$ cat src/rtl/spi_bus_arbiter_pkg.sv
// Shared definitions for the SPI bus arbiter: FSM state encoding, chip-select codes
// and the sizing rule for the guard/timeout counter.
package spi_bus_arbiter_pkg;

  typedef enum logic [2:0] {
    ST_IDLE  = 3'd0,
    ST_START = 3'd1,
    ST_WAIT  = 3'd2,
    ST_DONE  = 3'd3,
    ST_GUARD = 3'd4
  } state_t;

  localparam logic [1:0] SEL_NONE = 2'b00;
  localparam logic [1:0] SEL_DAC  = 2'b01;
  localparam logic [1:0] SEL_ADC  = 2'b10;

  // One counter serves both the timeout and the guard gap, so it must hold the larger limit.
  function automatic int unsigned timer_width(input int unsigned tmo, input int unsigned guard);
    int unsigned m;
    m = (tmo > guard) ? tmo : guard;
    return $clog2(m + 1);
  endfunction

endpackage

$ cat src/rtl/spi_bus_arbiter_timer.sv
// Saturating up-counter with synchronous clear; hit is high while the count equals limit.
module arb_timer #(
  parameter int unsigned CW = 10
) (
  input  logic          clk_i,
  input  logic          rst_i,
  input  logic          clr,
  input  logic          en,
  input  logic [CW-1:0] limit,
  output logic          hit
);

  logic [CW-1:0] cnt;

  assign hit = (cnt == limit);

  always_ff @(posedge clk_i) begin
    if (rst_i || clr) begin
      cnt <= '0;
    end else if (en && !hit) begin
      cnt <= cnt + CW'(1);
    end
  end

endmodule

$ cat src/rtl/spi_bus_arbiter.sv
// Round-robin arbiter sharing one SPI master between the DAC-write and ADC-read requesters,
// with a forced idle gap after every frame and an abort when the master never signals end-of-transfer.
module spi_bus_arbiter
  import spi_bus_arbiter_pkg::*;
#(
  parameter int unsigned DW    = 16,
  parameter int unsigned GUARD = 4,
  parameter int unsigned TMO   = 1023
) (
  input  logic          clk_i,
  input  logic          rst_i,
  input  logic          req_dac_i,
  input  logic [DW-1:0] wdata_dac_i,
  input  logic          req_adc_i,
  input  logic [DW-1:0] wdata_adc_i,
  output logic          gnt_dac_o,
  output logic          gnt_adc_o,
  output logic          done_dac_o,
  output logic          done_adc_o,
  output logic [DW-1:0] rdata_o,
  output logic          err_o,
  output logic          spi_start_o,
  output logic [DW-1:0] spi_wdata_o,
  output logic [1:0]    spi_sel_o,
  input  logic          spi_eot_i,
  input  logic [DW-1:0] spi_rdata_i,
  output logic          busy_o
);

  localparam int unsigned CW = timer_width(TMO, GUARD);

  state_t        state;
  logic          own_adc;
  logic          last_adc;
  logic          pick_adc;
  logic          tmr_clr;
  logic          tmr_en;
  logic          tmr_hit;
  logic [CW-1:0] tmr_limit;

  // On a tie the requester that was not served last wins.
  assign pick_adc = req_adc_i && (!req_dac_i || !last_adc);

  assign tmr_clr   = (state == ST_START) || (state == ST_DONE);
  assign tmr_en    = (state == ST_WAIT)  || (state == ST_GUARD);
  assign tmr_limit = (state == ST_WAIT) ? CW'(TMO) : CW'(GUARD - 1);
  assign busy_o    = (state != ST_IDLE);

  arb_timer #(.CW(CW)) u_timer (
    .clk_i (clk_i),
    .rst_i (rst_i),
    .clr   (tmr_clr),
    .en    (tmr_en),
    .limit (tmr_limit),
    .hit   (tmr_hit)
  );

  always_ff @(posedge clk_i) begin
    if (rst_i) begin
      state       <= ST_IDLE;
      own_adc     <= 1'b0;
      last_adc    <= 1'b1;
      gnt_dac_o   <= 1'b0;
      gnt_adc_o   <= 1'b0;
      done_dac_o  <= 1'b0;
      done_adc_o  <= 1'b0;
      rdata_o     <= '0;
      err_o       <= 1'b0;
      spi_start_o <= 1'b0;
      spi_wdata_o <= '0;
      spi_sel_o   <= SEL_NONE;
    end else begin
      spi_start_o <= 1'b0;
      done_dac_o  <= 1'b0;
      done_adc_o  <= 1'b0;
      err_o       <= 1'b0;
      unique case (state)
        ST_IDLE: begin
          // Outputs are loaded on entry so the frame and select are valid for the whole START cycle.
          if (req_dac_i || req_adc_i) begin
            state       <= ST_START;
            own_adc     <= pick_adc;
            last_adc    <= pick_adc;
            spi_start_o <= 1'b1;
            gnt_dac_o   <= !pick_adc;
            gnt_adc_o   <= pick_adc;
            spi_sel_o   <= pick_adc ? SEL_ADC : SEL_DAC;
            spi_wdata_o <= pick_adc ? wdata_adc_i : wdata_dac_i;
          end
        end
        ST_START: begin
          state <= ST_WAIT;
        end
        ST_WAIT: begin
          if (spi_eot_i) begin
            state      <= ST_DONE;
            done_dac_o <= !own_adc;
            done_adc_o <= own_adc;
            if (own_adc) begin
              rdata_o <= spi_rdata_i;
            end
          end else if (tmr_hit) begin
            state      <= ST_DONE;
            done_dac_o <= !own_adc;
            done_adc_o <= own_adc;
            err_o      <= 1'b1;
          end
        end
        ST_DONE: begin
          state     <= ST_GUARD;
          gnt_dac_o <= 1'b0;
          gnt_adc_o <= 1'b0;
          spi_sel_o <= SEL_NONE;
        end
        ST_GUARD: begin
          if (tmr_hit) begin
            state <= ST_IDLE;
          end
        end
        default: begin
          state <= ST_IDLE;
        end
      endcase
    end
  end

endmodule
$ cat config.mk
export PLATFORM = sky130hd
export DESIGN_NAME = spi_bus_arbiter
export DESIGN_NICKNAME = d
export VERILOG_FILES = /design/src/rtl/spi_bus_arbiter_pkg.sv /design/src/rtl/spi_bus_arbiter_timer.sv /design/src/rtl/spi_bus_arbiter.sv
export SDC_FILE = /design/constraint.sdc
export NUM_CORES = 1
export LEC_CHECK = 0
export BUFFER_PORTS_ARGS = -buffer_cell sky130_fd_sc_hd__buf_4
export CAP_MARGIN = 25
export CELL_PAD_IN_SITES_DETAIL_PLACEMENT = 1
export CELL_PAD_IN_SITES_GLOBAL_PLACEMENT = 2
export CORE_MARGIN = 5
export CORE_UTILIZATION = 30
export CTS_CLUSTER_DIAMETER = 40
export DETAILED_ROUTE_END_ITERATION = 10
export PLACE_DENSITY_LB_ADDON = 0.2
export REMOVE_ABC_BUFFERS = 1
export SETUP_SLACK_MARGIN = 0.05
export SLEW_MARGIN = 20
export SYNTH_ARGS = -nofsm -noshare
export SYNTH_HDL_FRONTEND = slang
export SYNTH_HIERARCHICAL = 1
export SYNTH_SLANG_ARGS = --single-unit
$ cat constraint.sdc
create_clock -name clk_i -period 5.5 [get_ports clk_i]
set_input_delay 0 -clock clk_i [delete_from_list [all_inputs] [get_ports clk_i]]
set_output_delay 0 -clock clk_i [all_outputs]
set_load 0.02 [all_outputs]
==> flow_summary.json, run 1 <==
{
  "outcome": "finished clean",
  "die_width_um": 102,
  "gp_congestion": 0.794,
  "drtAntennaViolNets": 0,
  "routed_via_density": 4.84,
  "worst_slack_ns": 2.67,
  "numCtsBuffers": 5,
  "yosysTopAreaCell": "dfxtp_1",
  "htreeDepth": 2,
  "setup-tns-final_ns": 0,
  "slowest_stage": "and3_1",
  "cts_buffer_depth": 2,
  "hpwl_mm": 5.24,
  "wire_per_inst_um": 15.3,
  "final_hold_viol_count": 0,
  "grt.total_usage_pct": 15.3,
  "multi_input_area_sq_mm": 0.00126,
  "power.leakage_nw": 1.81,
  "rows": 33,
  "port_buffers": 93,
  "synth-edff-count": 0,
  "ys_ff_latch": 53,
  "dr.first_iter.drc_count": 105,
  "maxSlewHeadroom_pct": 58.1,
  "hp-class": "in2reg",
  "cts_num_sinks": 53,
  "clk_pin_slew_worst_paths_ns": 0.10,
  "core-area_sq_mm": 0.00826,
  "die_h_um": 102,
  "power_density_mw_per_mm2": 266,
  "start_util_pct": 31.0,
  "crit_arrival_ns": 3.06,
  "syn_area_sq_mm": 0.00256,
  "grt_overflow": 0,
  "hold_ws_ns": 0.0240,
  "maxCapViolCount": 0,
  "irDropWorstVdd_uv": 108,
  "fin_util_pct": 46.9,
  "dp_slack_ns": 2.79,
  "tritoncts": "yes",
  "yosys-top-cells-area": "dfxtp_1 (42%), nand2b_1 (12%), mux2i_1 (7.0%)",
  "antenna_cells": 0,
  "dr.pass1.iters": 5,
  "rrSetupSlack_ns": 2.67,
  "num-fill-cells": 967,
  "crit_family": "simple AND/OR/NAND/NOR gates",
  "rsz0062_at_grt": "no",
  "fin_crit_sh_pct": 51.5,
  "ys.flop_type": "dfxtp_1",
  "path_class": "reg2reg",
  "path_buf_inv": 1,
  "syn2layout_area_growth_pct": 51.4,
  "cts_root_buf": "clkbuf_8",
  "cp_data_required_time_ns": 5.72,
  "clock_latency_ns": 0.31,
  "yosys.cell_count.top_type": "dfxtp_1",
  "drc_errors": 0,
  "finalPower_mw": 1.03,
  "fp.dieArea_sq_mm": 0.0105,
  "cts_resized": 0,
  "cp_slowest_stage_delay_ns": 0.58,
  "crit_fanout": 18,
  "setup_viol": 0,
  "ys_types": 42,
  "drv_slew": 0,
  "fin_crit_ns": 2.83,
  "syn_area_per_cell_sq_um": 8.94,
  "antenna_found_initial": 0,
  "cp-start-kind": "flip-flop",
  "yosysSeqAreaShare_pct": 41.5,
  "vias": 2527,
  "postSynthCellCount": 286,
  "synthTopCellsByCount": "dfxtp_1 (53), nand2b_1 (50), inv_1 (33)",
  "grt_start_max_net_pins": 61,
  "grt_pass1_wl_mm": 12.9,
  "crit_path_end_kind": "flip-flop",
  "detail_route.wirelength_mm": 7.99,
  "final_net_count": 470,
  "holdBufCountCts": 49,
  "synth-warning-count": 6,
  "cts_setup_buffers": 0,
  "seq_area_sq_mm": 0.00106,
  "synth_top_area_share_pct": 41.5,
  "fmax_mhz": 353,
  "layout-drive-gt1-share_pct": 26.1,
  "grt_pass1_vias": 2649,
  "async_flop_share_pct": 0,
  "pin_count": 94,
  "worst_pin_slew_ns": 0.629,
  "crit_chain": "nor3b_1 > buf_4 > xor2_1 > nor4_1 > and3_1 > nor2_1 > mux2_2 > nor4_1",
  "worst_path_most_repeated_cell": "nor4_1",
  "fin_skew_ns": 0.0110
}
==> registers in the layout (all words and copies together), names as in the netlist, 3 cells and up <==
register / flops
state: 3
spi_wdata_o: 16
rdata_o: 16
u_timer/cnt: 10
==> final timing paths <==
check | start | end | cells after the start
min reg2reg | rdata_o[10]$_SDFFE_PP0P_ | rdata_o[10]$_SDFFE_PP0P_ | 2
max reg2reg | state[1]$_SDFFE_PP0P_ | state[0]$_SDFFE_PP0P_ | 8
min | req_dac_i | spi_sel_o[0]$_SDFFE_PP0P_ | 3
max | state[1]$_SDFFE_PP0P_ | state[0]$_SDFFE_PP0P_ | 8
==> layer usage <==
layer | part of all wire, % | vias to the layer above | wire length, um | track usage, %
met3 | 6.3 | 4 | 507 | 3.96
met2 | 50 | 82 | 3990 | 26.9
met5 | 0 | - | 0 | 0
li1 | - | 1232 | - | -
met1 | 43 | 1209 | 3440 | 18.8
met4 | 0.76 | 0 | 61 | 3.33
==> worst register-to-register path, delay by kind of cell (launching register included) <==
kind | cells | cell delay [ns]
and+or+nand+nor | 5 | 1.60
DFF | 1 | 0.56
muxes | 1 | 0.29
buffers and inverters | 1 | 0.22
xor gates and xnor gates | 1 | 0.08
==> power by group <==
part | total (mW) | internal [mW] | switching, mW
sequential | 0.456 | 0.424 | 0.0319
combinational | 0.345 | 0.177 | 0.168
clock | 0.228 | 0.0913 | 0.137
==> kinds of logic after synthesis <==
logic type,count (synthesis),synth area share (%)
AO/OA/AOI/OAI,37,11.4
XOR/XNOR,13,4.45
adder cells (fa/ha/maj),1,0.489
buffers and inverters,55,9.50
flip-flops,53,41.5
multiplexers,19,7.49
other,1,0.147
AND/OR/NAND/NOR,107,25.0
==> layout by cell type (no fill, tap or decap), types with 2 or more instances in the layout <==
cell type / count
a21oi_1: 9
a222oi_1: 15
and3_1: 6
buf_4: 94
clkbuf_8: 5
conb_1: 2
dfxtp_1: 53
dlygate4sd3_1: 49
inv_1: 33
mux2i_1: 18
nand2_1: 10
nand2b_1: 50
nand3_1: 6
nand4_1: 2
nor2_1: 7
nor3_1: 3
nor3b_1: 3
nor4_1: 4
o21ai_0: 3
o31ai_1: 2
or3_1: 5
or4_1: 3
or4b_2: 4
xnor2_1: 3
xor2_1: 10
==> final cells by class <==
cell class	instances	area share [%]
Sequential cell	53	27.4
Multi-Input combinational cell	179	32.5
Clock inverter	2	0.356
Inverter	33	3.20
Timing Repair Buffer	144	31.3
Clock buffer	6	1.88
Tap cell	105	3.39
==> stage by stage <==
stage,cells,cell area [sq um]
6_report,522,3870
5_1_grt,522,3870
4_1_cts,521,3850
3_5_place_dp,464,3280
3_3_place_gp,464,3280
2_1_floorplan,265,2440
No activity file was read; power rests on OpenSTA's default activity.
==> run 2, diff against run 1 <==
--- a/config.mk
+++ b/config.mk
@@ -10,7 +10,7 @@
 export CELL_PAD_IN_SITES_DETAIL_PLACEMENT = 1
 export CELL_PAD_IN_SITES_GLOBAL_PLACEMENT = 2
 export CORE_MARGIN = 5
-export CORE_UTILIZATION = 30
+export CORE_UTILIZATION = 25
 export CTS_CLUSTER_DIAMETER = 40
 export DETAILED_ROUTE_END_ITERATION = 10
 export PLACE_DENSITY_LB_ADDON = 0.2
==> constraint.sdc (replaced) <==
create_clock -name clk_i -period 2.4 [get_ports clk_i]
set_input_delay 0 -clock clk_i [delete_from_list [all_inputs] [get_ports clk_i]]
set_output_delay 0 -clock clk_i [all_outputs]
set_load 0.02 [all_outputs]
==> flow_summary.json, run 2 (synthesis results as in run 1) <==
{
  "numCtsBuffers": 5,
  "layout-drive-gt1-share_pct": 27.3,
  "htreeDepth": 2,
  "power.leakage_nw": 1.82,
  "post_layout_nonfiller_instances": 561,
  "wire_per_inst_um": 14.6,
  "cts_setup_buffers": 0,
  "cp_slowest_stage_delay_ns": 0.50,
  "dr.pass1.iters": 7,
  "antenna_found_initial": 0,
  "routed_via_density": 4.54,
  "hp-class": "in2reg",
  "whs_path_depth": 3,
  "grt.total_usage_pct": 13.4,
  "crit_fanout": 15,
  "power_density_mw_per_mm2": 586,
  "cp.depth": 8,
  "grt_pass1_vias": 2720,
  "cp-start-kind": "flip-flop",
  "start_util_pct": 25.2,
  "worst_pin_slew_ns": 0.628,
  "cts_buffer_depth": 2,
  "path_buf_inv": 2,
  "cts_resized": 0,
  "core-area_sq_mm": 0.0101,
  "fp.dieArea_sq_mm": 0.0123,
  "outcome": "finished clean",
  "path_class": "reg2reg",
  "drc_errors": 0,
  "dr.first_iter.drc_count": 136,
  "clock_latency_ns": 0.32,
  "antenna_cells": 0,
  "grt_start_max_net_pins": 59,
  "grt_pass1_wl_mm": 13.8,
  "drtAntennaViolNets": 0,
  "fmax_mhz": 463,
  "mostFrequentLayoutCell": "buf_4",
  "crit_path_end_kind": "flip-flop",
  "vias": 2549,
  "crit_chain": "nor3b_1 > buf_4 > xor2_1 > nor4_1 > and3_1 > buf_4 > or4_1 > a21oi_1",
  "rsz0062_at_grt": "no",
  "port_buffers": 93,
  "fin_crit_sh_pct": 90.0,
  "maxSlewHeadroom_pct": 58.1,
  "reg.largest.list": "rdata_o: 16 flops, spi_wdata_o: 16 flops, u_timer/cnt: 10 flops",
  "r2r_cells": 8,
  "cp_data_required_time_ns": 2.65,
  "die_h_um": 111,
  "fin_skew_ns": 0.00959,
  "final_cell_mix": "buf_4 (102), dfxtp_1 (53), nand2b_1 (50), dlygate4sd3_1 (50), inv_1 (33)",
  "detail_route.wirelength_mm": 8.20,
  "placedCellCount": 503,
  "setup-tns-final_ns": 0,
  "fin_crit_ns": 2.16,
  "die_width_um": 111,
  "maxCapViolCount": 0,
  "drv_slew": 0,
  "cts_root_buf": "clkbuf_8",
  "grt_overflow": 0,
  "gp_congestion": 0.689,
  "final_hold_viol_count": 0,
  "worst_slack_ns": 0.239,
  "crit_family": "simple AND/OR/NAND/NOR gates",
  "crit_arrival_ns": 2.41,
  "tritoncts": "yes",
  "slowest_stage": "or4_1",
  "setup_viol": 0,
  "dp_slack_ns": 0.280,
  "irDropWorstVdd_uv": 262,
  "cts_num_sinks": 53,
  "syn2layout_area_growth_pct": 55.1,
  "pin_count": 94,
  "worst_path_most_repeated_cell": "buf_4",
  "rows": 37,
  "num-fill-cells": 1189,
  "hpwl_mm": 5.48,
  "final_net_count": 478,
  "clk_pin_slew_worst_paths_ns": 0.10
}
-- run 2: repair_timing --
item,CTS,global route
hold endpoints to repair,34,0
hold buffers,50,0
setup endpoints to repair,0,0
-- run 2: layout make-up --
class	count	area, sq um	area share (%)
Timing Repair Buffer	152	1270	31.9
Multi-Input combinational cell	179	1260	31.7
Sequential cell	53	1060	26.8
Tap cell	136	170	4.29
Inverter	33	124	3.12
Clock buffer	6	72.6	1.83
Clock inverter	2	15.0	0.379
-- run 2: power by group --
group / leakage [nW] / total, mW / internal (mW) / switching, mW
Sequential: 0.433 / 1.03 / 0.972 / 0.0553
Combinational: 1.35 / 0.764 / 0.371 / 0.393
Clock: 0.0374 / 0.531 / 0.207 / 0.324
-- run 2: per-layer routing --
metal,vias to the layer above,share of wire [%],global-route usage [%]
met3,10,5.9,4.26
met4,0,1.5,4.22
li1,1245,-,-
met1,1216,44,16.5
met5,-,0,0
met2,78,49,22.4
-- run 2: final timing paths --
check	start	end	slack, ns
hold reg to reg	gnt_adc_o$_SDFFE_PP0P_	gnt_adc_o$_SDFFE_PP0P_	0.48
setup reg to reg	state[0]$_SDFFE_PP0P_	u_timer/cnt[7]$_SDFFE_PP0P_	0.24
hold / removal	req_dac_i	spi_sel_o[0]$_SDFFE_PP0P_	0.02
setup / recovery	state[0]$_SDFFE_PP0P_	u_timer/cnt[7]$_SDFFE_PP0P_	0.24
-- run 2: worst reg2reg max path: stages, from the launching register on --
cell and delay (ns):
dfxtp_1 0.33, nor3b_1 0.20, buf_4 0.22, xor2_1 0.19, nor4_1 0.09, and3_1 0.21
buf_4 0.19, or4_1 0.50, a21oi_1 0.16
-- run 2: stage by stage --
stage | power, mW | area (sq um) | hold slack [ns] | util, %
2_1_floorplan | 1.41 | 2440 | 0.0691 | -
3_3_place_gp | 1.73 | 3380 | 0.216 | 33.3
3_5_place_dp | 1.75 | 3380 | 0.203 | 33.3
4_1_cts | 2.38 | 3970 | 0.00233 | 39.1
5_1_grt | 2.47 | 3970 | 0.0252 | 39.1
6_report | 2.32 | 3970 | 0.0199 | 39.1
==> run 3, diff against run 2 <==
--- a/config.mk
+++ b/config.mk
@@ -5,12 +5,14 @@
 export SDC_FILE = /design/constraint.sdc
 export NUM_CORES = 1
 export LEC_CHECK = 0
+export ABC_AREA = 1
 export BUFFER_PORTS_ARGS = -buffer_cell sky130_fd_sc_hd__buf_4
 export CAP_MARGIN = 25
 export CELL_PAD_IN_SITES_DETAIL_PLACEMENT = 1
 export CELL_PAD_IN_SITES_GLOBAL_PLACEMENT = 2
 export CORE_MARGIN = 5
-export CORE_UTILIZATION = 25
+export CORE_UTILIZATION = 24
+export CTS_BUF_LIST = sky130_fd_sc_hd__clkbuf_4 sky130_fd_sc_hd__clkbuf_8
 export CTS_CLUSTER_DIAMETER = 40
 export DETAILED_ROUTE_END_ITERATION = 10
 export PLACE_DENSITY_LB_ADDON = 0.2
==> flow_summary.json, run 3 <==
{
  "outcome": "finished clean",
  "crit_fanout": 16,
  "synth_top_family_by_area": "simple AND/OR/NAND/NOR gates",
  "synth-warning-count": 6,
  "reg.largest.list": "rdata_o: 16 flops, spi_wdata_o: 16 flops, u_timer/cnt: 10 flops",
  "power_density_mw_per_mm2": 635,
  "cts_root_buf": "clkbuf_8",
  "ys.flop_type": "dfxtp_1",
  "place_area_sq_mm": 0.00384,
  "cts_buffer_depth": 2,
  "r2r_cells": 11,
  "antenna_cells": 0,
  "synth_compound_area_share_pct": 3.41,
  "finalPower_mw": 2.64,
  "mostFrequentLayoutCell": "nand2_1",
  "synth-simple-area-share_pct": 44.6,
  "syn2layout_area_growth_pct": 38.4,
  "synth-edff-count": 0,
  "drv_slew": 0,
  "final_area_sq_mm": 0.00417,
  "grt_pass1_wl_mm": 15.3,
  "async_flop_share_pct": 0,
  "yosys.cell_count.top_type": "nand2_1",
  "rrSetupSlack_ns": 0.34,
  "fmax_mhz": 485,
  "hp-start": "wdata_dac_i[14]",
  "r2r-start": "state[2]$_SDFFE_PP0P_",
  "crit_arrival_ns": 2.29,
  "tritoncts": "yes",
  "port_buffers": 93,
  "synthTopCellsByCount": "nand2_1 (121), nor2_1 (108), inv_1 (72)",
  "power.leakage_nw": 2.12,
  "fin_crit_ns": 2.06,
  "hp-class": "in2reg",
  "grt.total_usage_pct": 12.8,
  "clock_latency_ns": 0.32,
  "hold_end": "spi_wdata_o[14]$_SDFFE_PP0P_",
  "wire_per_inst_um": 12.1,
  "synth-xor-area-share_pct": 0.831,
  "yosysTopAreaCell": "dfxtp_1",
  "path_buf_inv": 3,
  "htreeDepth": 2,
  "whs_path_depth": 5,
  "cp_slowest_stage_delay_ns": 0.47,
  "fin_skew_ns": 0.00554,
  "detail_route.wirelength_mm": 9.33,
  "drtAntennaViolNets": 0,
  "cts_num_sinks": 53,
  "die_h_um": 122,
  "cp_data_required_time_ns": 2.62,
  "gp_congestion": 0.762,
  "synth.area.mux_share_pct": 0,
  "crit_family": "simple AND/OR/NAND/NOR gates",
  "reg2reg_to": "u_timer/cnt[5]$_SDFFE_PP0P_",
  "fp.dieArea_sq_mm": 0.0149,
  "pin_count": 94,
  "setup_viol": 0,
  "drc_errors": 0,
  "cp-start-kind": "flip-flop",
  "irDropWorstVdd_uv": 210,
  "maxSlewHeadroom_pct": 62.5,
  "syn_area_per_cell_sq_um": 6.22,
  "slowest_stage": "dfxtp_1",
  "setup-tns-final_ns": 0,
  "postSynthCellCount": 484,
  "synth_fa_ha_area_share_pct": 0.416,
  "grt_pass1_vias": 3199,
  "final_net_count": 653,
  "vias": 3114,
  "crit_path_end_kind": "flip-flop",
  "hpwl_mm": 7.00,
  "maxCapViolCount": 0,
  "synth_top_area_share_pct": 35.2,
  "layout-drive-gt1-share_pct": 24.5,
  "final_cell_mix": "nand2_1 (121), nor2_1 (108), buf_4 (104)",
  "dr.pass1.iters": 4,
  "worst_pin_slew_ns": 0.561,
  "ys_types": 33,
  "grt_overflow": 0,
  "start_util_pct": 24.1,
  "die_width_um": 122,
  "antenna_found_initial": 0,
  "ys_ff_latch": 53,
  "fin_crit_sh_pct": 85.9,
  "path_class": "reg2reg",
  "yosysSeqAreaShare_pct": 35.2,
  "rows": 41,
  "routed_via_density": 4.03,
  "dr.first_iter.drc_count": 128,
  "rsz0062_at_grt": "no",
  "clk_pin_slew_worst_paths_ns": 0.11,
  "core-area_sq_mm": 0.0125,
  "yosys-top-cells-area": "dfxtp_1 (35%), nand2_1 (15%), nor2_1 (13%)",
  "final_hold_viol_count": 0,
  "crit_chain": "nor2_4 > nand2_1 > clkinvlp_4 > buf_4 > buf_4 > xnor2_2 > nand2_2 > nor2_4 > nand3_4 > a21oi_1 > nor2_1",
  "grt_start_max_net_pins": 33,
  "numCtsBuffers": 5,
  "syn_area_sq_mm": 0.00301
}
## run 3: final cells by class
type,count,area (sq um)
repair buffers,123,971
inverters,85,324
clock buffers,5,68.8
fillers,1643,8300
multi-input cells,331,1500
flip-flops and latches,53,1060
well taps,172,215
clock inverters,3,26.3
## run 3: cell families after synthesis
| group | after synthesis |
|---|---|
| xor gates and xnor gates | 2 |
| buffers and inverters | 103 |
| and+or+nand+nor | 307 |
| adders and majority gates | 1 |
| AOI/OAI and AO/OA | 17 |
| DFF | 53 |
| other | 1 |
## run 3: worst reg2reg max path, cell delays in order (launching register included)
cell and delay, ns:
dfxtp_1 0.47, nor2_4 0.05, nand2_1 0.16, clkinvlp_4 0.19
buf_4 0.18, buf_4 0.13, xnor2_2 0.14, nand2_2 0.09
nor2_4 0.12, nand3_4 0.19, a21oi_1 0.20, nor2_1 0.07
## run 3: worst max-delay path by stage
| stage | from | end | slack (ns) | cells past startpoint |
|---|---|---|---|---|
| 2_1_floorplan | state[0]$_SDFFE_PP0P_ | state[0]$_SDFFE_PP0P_ | 0.35 | 14 |
| 3_3_place_gp | state[1]$_SDFFE_PP0P_ | state[0]$_SDFFE_PP0P_ | 0.34 | 13 |
| 3_5_place_dp | state[1]$_SDFFE_PP0P_ | state[0]$_SDFFE_PP0P_ | 0.29 | 13 |
| 4_1_cts | state[1]$_SDFFE_PP0P_ | state[0]$_SDFFE_PP0P_ | 0.24 | 13 |
| 5_1_grt | state[2]$_SDFFE_PP0P_ | state[0]$_SDFFE_PP0P_ | 0.1 | 14 |
| 6_report | state[2]$_SDFFE_PP0P_ | u_timer/cnt[5]$_SDFFE_PP0P_ | 0.34 | 11 |
## run 3: routing by layer
| metal | vias to the layer above | track usage (%) | share of wire [%] |
|---|---|---|---|
| met5 | - | 0 | 0 |
| met4 | 0 | 3.22 | 1.0 |
| met3 | 7 | 3.90 | 6.1 |
| met2 | 63 | 21.3 | 46 |
| met1 | 1375 | 16.2 | 46 |
| li1 | 1669 | - | - |
## run 3: metrics by stage
step | setup slack, ns | utilization (%) | hold WS, ns | std cells
3_5_place_dp | 0.293 | 30.8 | 0.231 | 740
4_1_cts | 0.244 | 33.1 | 0.000724 | 767
6_report | 0.338 | 33.4 | 0.0155 | 772
3_3_place_gp | 0.345 | 30.8 | 0.226 | 740
5_1_grt | 0.0969 | 33.4 | 0.0229 | 772
2_1_floorplan | 0.352 | - | 0.0624 | 469
## run 3: timing repair
action,4_1_cts,5_1_grt
resized for setup,0,1
hold endpoints to repair,22,0
setup endpoints to repair,0,1
hold buffers,19,0
setup buffers,0,5
## run 3: power breakdown
group	internal, mW	switching (mW)	leakage [nW]
sequential	0.974	0.0764	0.433
clock	0.213	0.347	0.0423
combinational	0.425	0.609	1.65
